==> src/rtl/sink_fifo.sv <==
// Synchronous FIFO buffering flits between the NI sink port and the checker.
// DEPTH must be a power of two so the pointers wrap naturally.
module sink_fifo #(
  parameter int WIDTH = 16,
  parameter int DEPTH = 4
) (
  input  logic                       clk,
  input  logic                       rst_n,
  input  logic                       push_i,
  input  logic [WIDTH-1:0]           wdata_i,
  input  logic                       pop_i,
  output logic [WIDTH-1:0]           rdata_o,
  output logic                       full_o,
  output logic                       empty_o,
  output logic [$clog2(DEPTH):0]     count_o
);

  localparam int AW    = $clog2(DEPTH);
  localparam int CNT_W = AW + 1;

  logic [WIDTH-1:0] mem_q [DEPTH];
  logic [AW-1:0]    wr_ptr_q, rd_ptr_q;
  logic [CNT_W-1:0] count_q;
  logic             do_push, do_pop;

  assign full_o  = (count_q == CNT_W'(DEPTH));
  assign empty_o = (count_q == '0);
  assign count_o = count_q;
  assign rdata_o = mem_q[rd_ptr_q];

  assign do_push = push_i && !full_o;
  assign do_pop  = pop_i && !empty_o;

  // NOTE: storage has no reset; pointers and count alone define which entries are valid.
  always_ff @(posedge clk) begin
    if (do_push) mem_q[wr_ptr_q] <= wdata_i;
  end

  always_ff @(posedge clk or negedge rst_n) begin
    if (!rst_n) begin
      wr_ptr_q <= '0;
      rd_ptr_q <= '0;
      count_q  <= '0;
    end else begin
      if (do_push) wr_ptr_q <= wr_ptr_q + AW'(1);
      if (do_pop)  rd_ptr_q <= rd_ptr_q + AW'(1);
      if (do_push && !do_pop)      count_q <= count_q + CNT_W'(1);
      else if (do_pop && !do_push) count_q <= count_q - CNT_W'(1);
    end
  end

endmodule

==> config.mk <==
export PLATFORM = sky130hd
export DESIGN_NAME = sink_fifo
export DESIGN_NICKNAME = d
export VERILOG_FILES = /design/src/rtl/sink_fifo.sv
export SDC_FILE = /design/constraint.sdc
export NUM_CORES = 1
export LEC_CHECK = 0
export BUFFER_PORTS_ARGS = -buffer_cell sky130_fd_sc_hd__buf_2
export CORE_MARGIN = 2
export CORE_UTILIZATION = 50
export DETAILED_ROUTE_END_ITERATION = 10
export GPL_TIMING_DRIVEN = 0
export PLACE_DENSITY = 0.7
export SYNTH_ARGS = -nofsm -noshare
export SYNTH_HDL_FRONTEND = slang
export SYNTH_SLANG_ARGS = --single-unit
==> constraint.sdc <==
create_clock -name clk -period 2 [get_ports clk]
set_clock_uncertainty 0.2 [all_clocks]
set_input_delay 0.4 -clock clk [delete_from_list [all_inputs] [get_ports clk]]
set_output_delay 0.4 -clock clk [all_outputs]
set_load 0.02 [all_outputs]
**After elaboration in Yosys (flattened, before gate mapping)**

Memory sizes are Yosys's and may differ from the RTL's.
Cells that the tools add are included.

- $add $sub $neg: 4
- Equal/unequal tests: 1
- Multiplexer cells: 4
- Reductions and logical operators: 10

Operators with widths:

| cell | count |
|---|---|
| $mux 3 | 2 |
| $add 2x1->2 const B | 2 |
| $logic_and 1x1->1 | 4 |
| $logic_not 1->1 | 4 |
| $add 3x1->3 const B | 1 |
| $eq 3x3->1 const B | 1 |
| $logic_not 3->1 | 1 |
| $sub 3x1->3 const B | 1 |
| $mux 1 | 2 |
| $reduce_bool 2->1 | 1 |

- Flip-flop bits (word level): 7
- Bits in writable memories: 64
- Input bits: 20
- Word-level logic and storage cells: 23
- Memories kept: 1

Memory list:

| memory | depth | bits a word | rd ports | clocked after memory_dff | wr ports | RTL line | RTL |
|---|---|---|---|---|---|---|---|
| mem_q | 4 | 16 | 1 | 0 | 1 | 21 | `logic [WIDTH-1:0] mem_q [DEPTH];` |

**Longest topological paths before layout**

- Word-level depth: 7
- Mapped depth: 9
- Gate-level depth less buffers: 8

**Worst setup path after synthesis**

No wires, ideal clock.

- Kind: register to register
- Start point: register count_q[0], in the netlist count_o[0]
- End point: register count_q[1], in the netlist count_o[1]
- Arrival time: 2.074 ns
- Slack: -0.399 ns
- Cell stages (with the launch flop): 8
- Period minus slack after synthesis: 2.399 ns
- Path through: dfrtp_1 > nor3b_2 > nor2b_1 > buf_6 > ha_1 > inv_1 > fa_1 > mux2_2

- Word-level cells in the longest chain between the ends: 6

RTL lines:

| element | RTL line | RTL |
|---|---|---|
| from (decl) | 23 | `logic [CNT_W-1:0] count_q;` |
| from (signal assigned) | 47 | `if (do_push && !do_pop) count_q <= count_q + CNT_W'(1);` |
| from (signal assigned) | 48 | `else if (do_pop && !do_push) count_q <= count_q - CNT_W'(1);` |
| $eq 3x3->1 * | 26 | `assign full_o = (count_q == CNT_W'(DEPTH));` |
| net full_o | 13 | `output logic full_o,` |
| $logic_not 1->1 * | 31 | `assign do_push = push_i && !full_o;` |
| $logic_and 1x1->1 * | 31 |  |
| net do_push | 24 | `logic do_push, do_pop;` |
| $logic_not 1->1 | 48 |  |
| $logic_and 1x1->1 | 48 |  |
| $reduce_bool 2->1 (no line) | -- |  |

The timed path passes the listed nets; every way through them passes the cells marked *. The select of a mux whose other input is x is not followed.
A chain may end at the register's enable or synchronous reset.

**Worst setup path after layout**

- Start point: register rd_ptr_q[0]
- End point: output port rdata_o[11]

- Word-level cells in the longest chain between the ends: 1

RTL lines:

| element | RTL line | RTL |
|---|---|---|
| from (decl) | 22 | `logic [AW-1:0] wr_ptr_q, rd_ptr_q;` |
| from (signal assigned) | 46 | `if (do_pop) rd_ptr_q <= rd_ptr_q + AW'(1);` |
| $mem_v2 4x16 | -- |  |
| to (decl) | 12 | `output logic [WIDTH-1:0] rdata_o,` |

Every way passes these cells.

==> impl_table.tex <==
\begin{tabular}{lr}
\hline
Metric & Value \\
\hline
\multicolumn{2}{l}{\textbf{Status}} \\
\quad Outcome & finished, violations left \\
\quad Failing checks & negative setup slack \\
\multicolumn{2}{l}{\textbf{Worst setup path}} \\
\quad Crit-path max FO & 7 \\
\quad Data arrival time at the worst-slack endpoint & 1.64 ns \\
\quad Beginning of the critical path & rd\_ptr\_q[0] \\
\quad Worst Setup End Kind & output pin \\
\quad Type of the worst setup path & reg -> out \\
\quad Startpoint kind of the worst setup timing path & flip-flop \\
\quad Reg-to-Reg Start & count\_o[2] \\
\quad Critical Path RT & 1.40 ns \\
\quad Register-to-Register Path Depth & 8 \\
\multicolumn{2}{l}{\textbf{STA}} \\
\quad Final period utilization & 111.9\% \\
\quad Maximum clock frequency & 0.4469 GHz \\
\quad Final Hold Violating Endpoints & 0 \\
\quad Setup repair after global routing missed its margin & true \\
\quad Worst-case setup margin in the final layout & -0.2377 ns \\
\quad Minimum clock period after layout & 2.238 ns \\
\quad Least-Margin Pin Slew & 0.2684 ns \\
\quad Final setup violation count & 19 \\
\quad Number of pins with negative max-slew slack in the final report & 0 \\
\quad Worst slew margin relative to its limit & 82.10\% \\
\multicolumn{2}{l}{\textbf{Placed design}} \\
\quad Placed Cells & 232 \\
\quad Buffers added on ports & 40 \\
\quad Post-detailed-placement half-perimeter wirelength & 2771 um \\
\quad Global placement routability congestion & 0.7369 \\
\quad Worst setup slack after placement & -0.2564 ns \\
\quad Placed standard-cell area & 0.003099 mm2 \\
\multicolumn{2}{l}{\textbf{CTS}} \\
\quad CTS tree & built \\
\quad Count of clock tree sinks & 71 \\
\quad Clk buf depth & 2 \\
\quad Clock transition at the registers of the reported paths & 0.07 ns \\
\quad Root Buffer Master & sky130\_fd\_sc\_hd\_\_clkbuf\_8 \\
\quad Clk Latency, worst-skew pair & 0.33 ns \\
\quad Deepest level of the CTS H-tree & 3 \\
\quad Clock buffers created by TritonCTS & 9 \\
\multicolumn{2}{l}{\textbf{Floorplan}} \\
\quad Top-Level Pins & 41 \\
\quad Horiz. Die Dim & 78.55 um \\
\quad Height of the chip & 78.55 um \\
\quad Total Die Area & 0.006170 mm2 \\
\quad Initial Utilization & 51.09\% \\
\quad Area of the core region & 0.005439 mm2 \\
\quad Row count & 27 \\
\multicolumn{2}{l}{\textbf{Global route}} \\
\quad Maximum number of pins on one net before global-route repair & 17 \\
\quad Overall routing resource usage & 17.48\% \\
\quad Antenna violations before repair & 0 \\
\quad Overflow after GRT & 0 \\
\quad Global-route wire length before repair & 7583 um \\
\quad Via count of the first global-routing pass & 1512 \\
\multicolumn{2}{l}{\textbf{Synth}} \\
\quad Post-synthesis instance total & 120 \\
\quad Number of warnings reported in the yosys synthesis log & 0 \\
\quad Fraction of synthesized cell area taken by the top area cell type & 69.16\% \\
\quad Synth Cell Area & 0.002779 mm2 \\
\quad Yosys reg bits & 71 \\
\quad Syn nets & 146 \\
\quad Largest area contributor in the synthesized netlist & sky130\_fd\_sc\_hd\_\_edfxtp\_1 \\
\quad Average size of a mapped cell & 23.16 um2 \\
\quad Part of the Yosys area used for sequential elements & 75.46\% \\
\quad Top post-synthesis cells by area & sky130\_fd\_sc\_hd\_\_edfxtp\_1 69\%, sky130\_fd\_sc\_hd\_\_mux4\_1 7.6\%, sky130\_fd\_sc\_hd\_\_mux4\_2 6.5\%, sky130\_fd\_sc\_hd\_\_dfrtp\_1 6.3\%, sky130\_fd\_sc\_hd\_\_ha\_1 2.3\% \\
\quad Unique cell type count in the Yosys netlist & 21 \\
\multicolumn{2}{l}{\textbf{Route}} \\
\quad Detailed Route WL & 4837 um \\
\quad First-pass iteration count of the detailed router & 4 \\
\quad Drt first-iter violations & 71 \\
\quad DR DRC count & 0 \\
\quad Wirelength per Cell & 17.98 um \\
\quad Routed vias & 1364 \\
\quad Vias per cell & 5.071 \\
\quad Number of routed nets with antenna violations & 0 \\
\multicolumn{2}{l}{\textbf{Final layout}} \\
\quad Area used by multi-input combinational logic & 639.4 um2 \\
\quad Count of nets after finishing & 218 \\
\quad Layout filler cell count & 363 \\
\quad Antenna diode count & 0 \\
\quad Share of cells above drive strength 1 & 57.36\% \\
\quad Non-Filler Cell Area, Final & 0.003643 mm2 \\
\quad Sequential cell area & 0.002101 mm2 \\
\quad Post-route non-filler standard cell count & 269 \\
\quad Synthesis-to-finish area growth & 31.11\% \\
\multicolumn{2}{l}{\textbf{Power and ir drop}} \\
\quad Internal power consumption & 4.216 mW \\
\quad Net switching power & 1.801 mW \\
\quad Sw frac & 29.93\% \\
\quad Proportion of power drawn by the clock network & 21.5\% \\
\quad Max IR drop VDD & 0.001069 V \\
\quad Lkg Pwr & 1.371 nW \\
\quad Seq pwr share & 34.9\% \\
\quad Cell Pwr Density & 1652 mW/mm2 \\
\quad Combinational cell fraction of total power & 43.6\% \\
\multicolumn{2}{l}{\textbf{Min path}} \\
\quad Hold Path Origin & wdata\_i[4] \\
\quad Hold Path Cell Cnt & 1 \\
\quad Type of the tightest min-delay check & in -> reg \\
\multicolumn{2}{l}{\textbf{Job}} \\
\quad Max-cap violations & 0 \\
\hline
\end{tabular}
-- per-stage QoR --
stage	power (mW)	util (%)	setup TNS, ns	hold slack, ns
2_1_floorplan	3.439	-	-0.3608	-0.09559
3_3_place_gp	3.885	56.98	-9.035	0.03799
3_5_place_dp	3.965	56.98	-11.07	0.04163
4_1_cts	5.991	66.51	-3.995	0.06201
5_1_grt	6.281	66.99	-5.097	0.05970
6_report	6.017	66.99	-3.812	0.07364
-- cells in the mapped netlist, drive strengths merged --
cell,n
mux2,2
nand3,1
fa,1
nor2b,1
xor2,2
nand2,1
or3,1
and2,4
xnor2,4
inv,4
buf,5
dfrtp,7
nor2,1
ha,5
nor3b,1
mux4,16
edfxtp,64
-- worst paths after layout --
kind / endpoint / slack (ns)
setup / recovery: rdata_o[11] / -0.24
hold / removal: mem_q[1][4] / 0.07
setup reg to reg: count_o[2] / -0.20
hold reg to reg: wr_ptr_q[1] / 0.38
max in group asynchronous: count_o[0] / 1.20
min in group asynchronous: count_o[2] / 0.23
-- per-layer routing --
metal / track usage (%) / share of wire (%)
met4: 10.00 / 2.3
met2: 29.83 / 53
met3: 4.828 / 4.3
met1: 19.72 / 40
met5: 0 / 0
-- cells in the final DEF, fill, tap and decap left out, types with 3 or more instances in the layout --
| master | count |
|---|---|
| sky130_fd_sc_hd__edfxtp_1 | 64 |
| sky130_fd_sc_hd__buf_6 | 21 |
| sky130_fd_sc_hd__ha_1 | 4 |
| sky130_fd_sc_hd__clkbuf_8 | 12 |
| sky130_fd_sc_hd__buf_2 | 24 |
| sky130_fd_sc_hd__dfrtp_2 | 3 |
| sky130_fd_sc_hd__xnor2_1 | 4 |
| sky130_fd_sc_hd__mux4_2 | 16 |
| sky130_fd_sc_hd__dfrtp_1 | 4 |
| sky130_fd_sc_hd__buf_4 | 17 |
| sky130_fd_sc_hd__and2_4 | 4 |
-- flip-flops by register name (all words and copies together), names as in the netlist --
| signal | cells |
|---|---|
| rd_ptr_q | 2 |
| wr_ptr_q | 2 |
| mem_q | 64 |
| count_o | 3 |
-- cells by family (layout without fill, tap and decap cells) --
logic type	count (synthesis)	after routing	share of synthesized area, %
fa+ha+maj	6	6	2.972
flops	71	71	75.46
xor+xnor	6	6	1.891
buf+inv	9	86	2.431
simple gates	10	10	2.251
mux	18	18	14.99
-- layout make-up --
cell class,count,share of cell area [%]
buffer,4,1.305
clock buffer,13,4.636
clock inverter,3,1.786
inverter,4,0.4808
multi-input combinational,40,17.55
sequential,71,57.66
tap,72,2.473
timing repair buffer,62,14.11
-- critical path: stages, from the launching register on --
cell and delay [ns]:
sky130_fd_sc_hd__dfrtp_1 0.34, sky130_fd_sc_hd__buf_6 0.17, sky130_fd_sc_hd__buf_4 0.14, sky130_fd_sc_hd__mux4_2 0.51, sky130_fd_sc_hd__buf_6 0.15
-- power groups by stage --
| stage | combinational, mW | sequential [mW] | clock, mW |
|---|---|---|---|
| 6_report | 2.62 | 2.10 | 1.29 |
| 5_1_grt | 2.78 | 2.13 | 1.37 |
| 4_1_cts | 2.56 | 2.11 | 1.32 |
| 3_5_place_dp | 1.80 | 2.17 | 0 |
| 2_1_floorplan | 1.28 | 2.16 | 0 |
| 3_3_place_gp | 1.75 | 2.13 | 0 |
-- repair_timing --
action / in CTS / in global routing
endpoints found under the setup margin: 83 / 35
hold buffers: 1 / 0
resized for setup: 55 / 8
gates cloned: 1 / 0
buffers inserted: 17 / 4
pin swaps: 5 / 6
endpoints found under the hold margin: 7 / 0
Power figures use the tool's default switching activity.
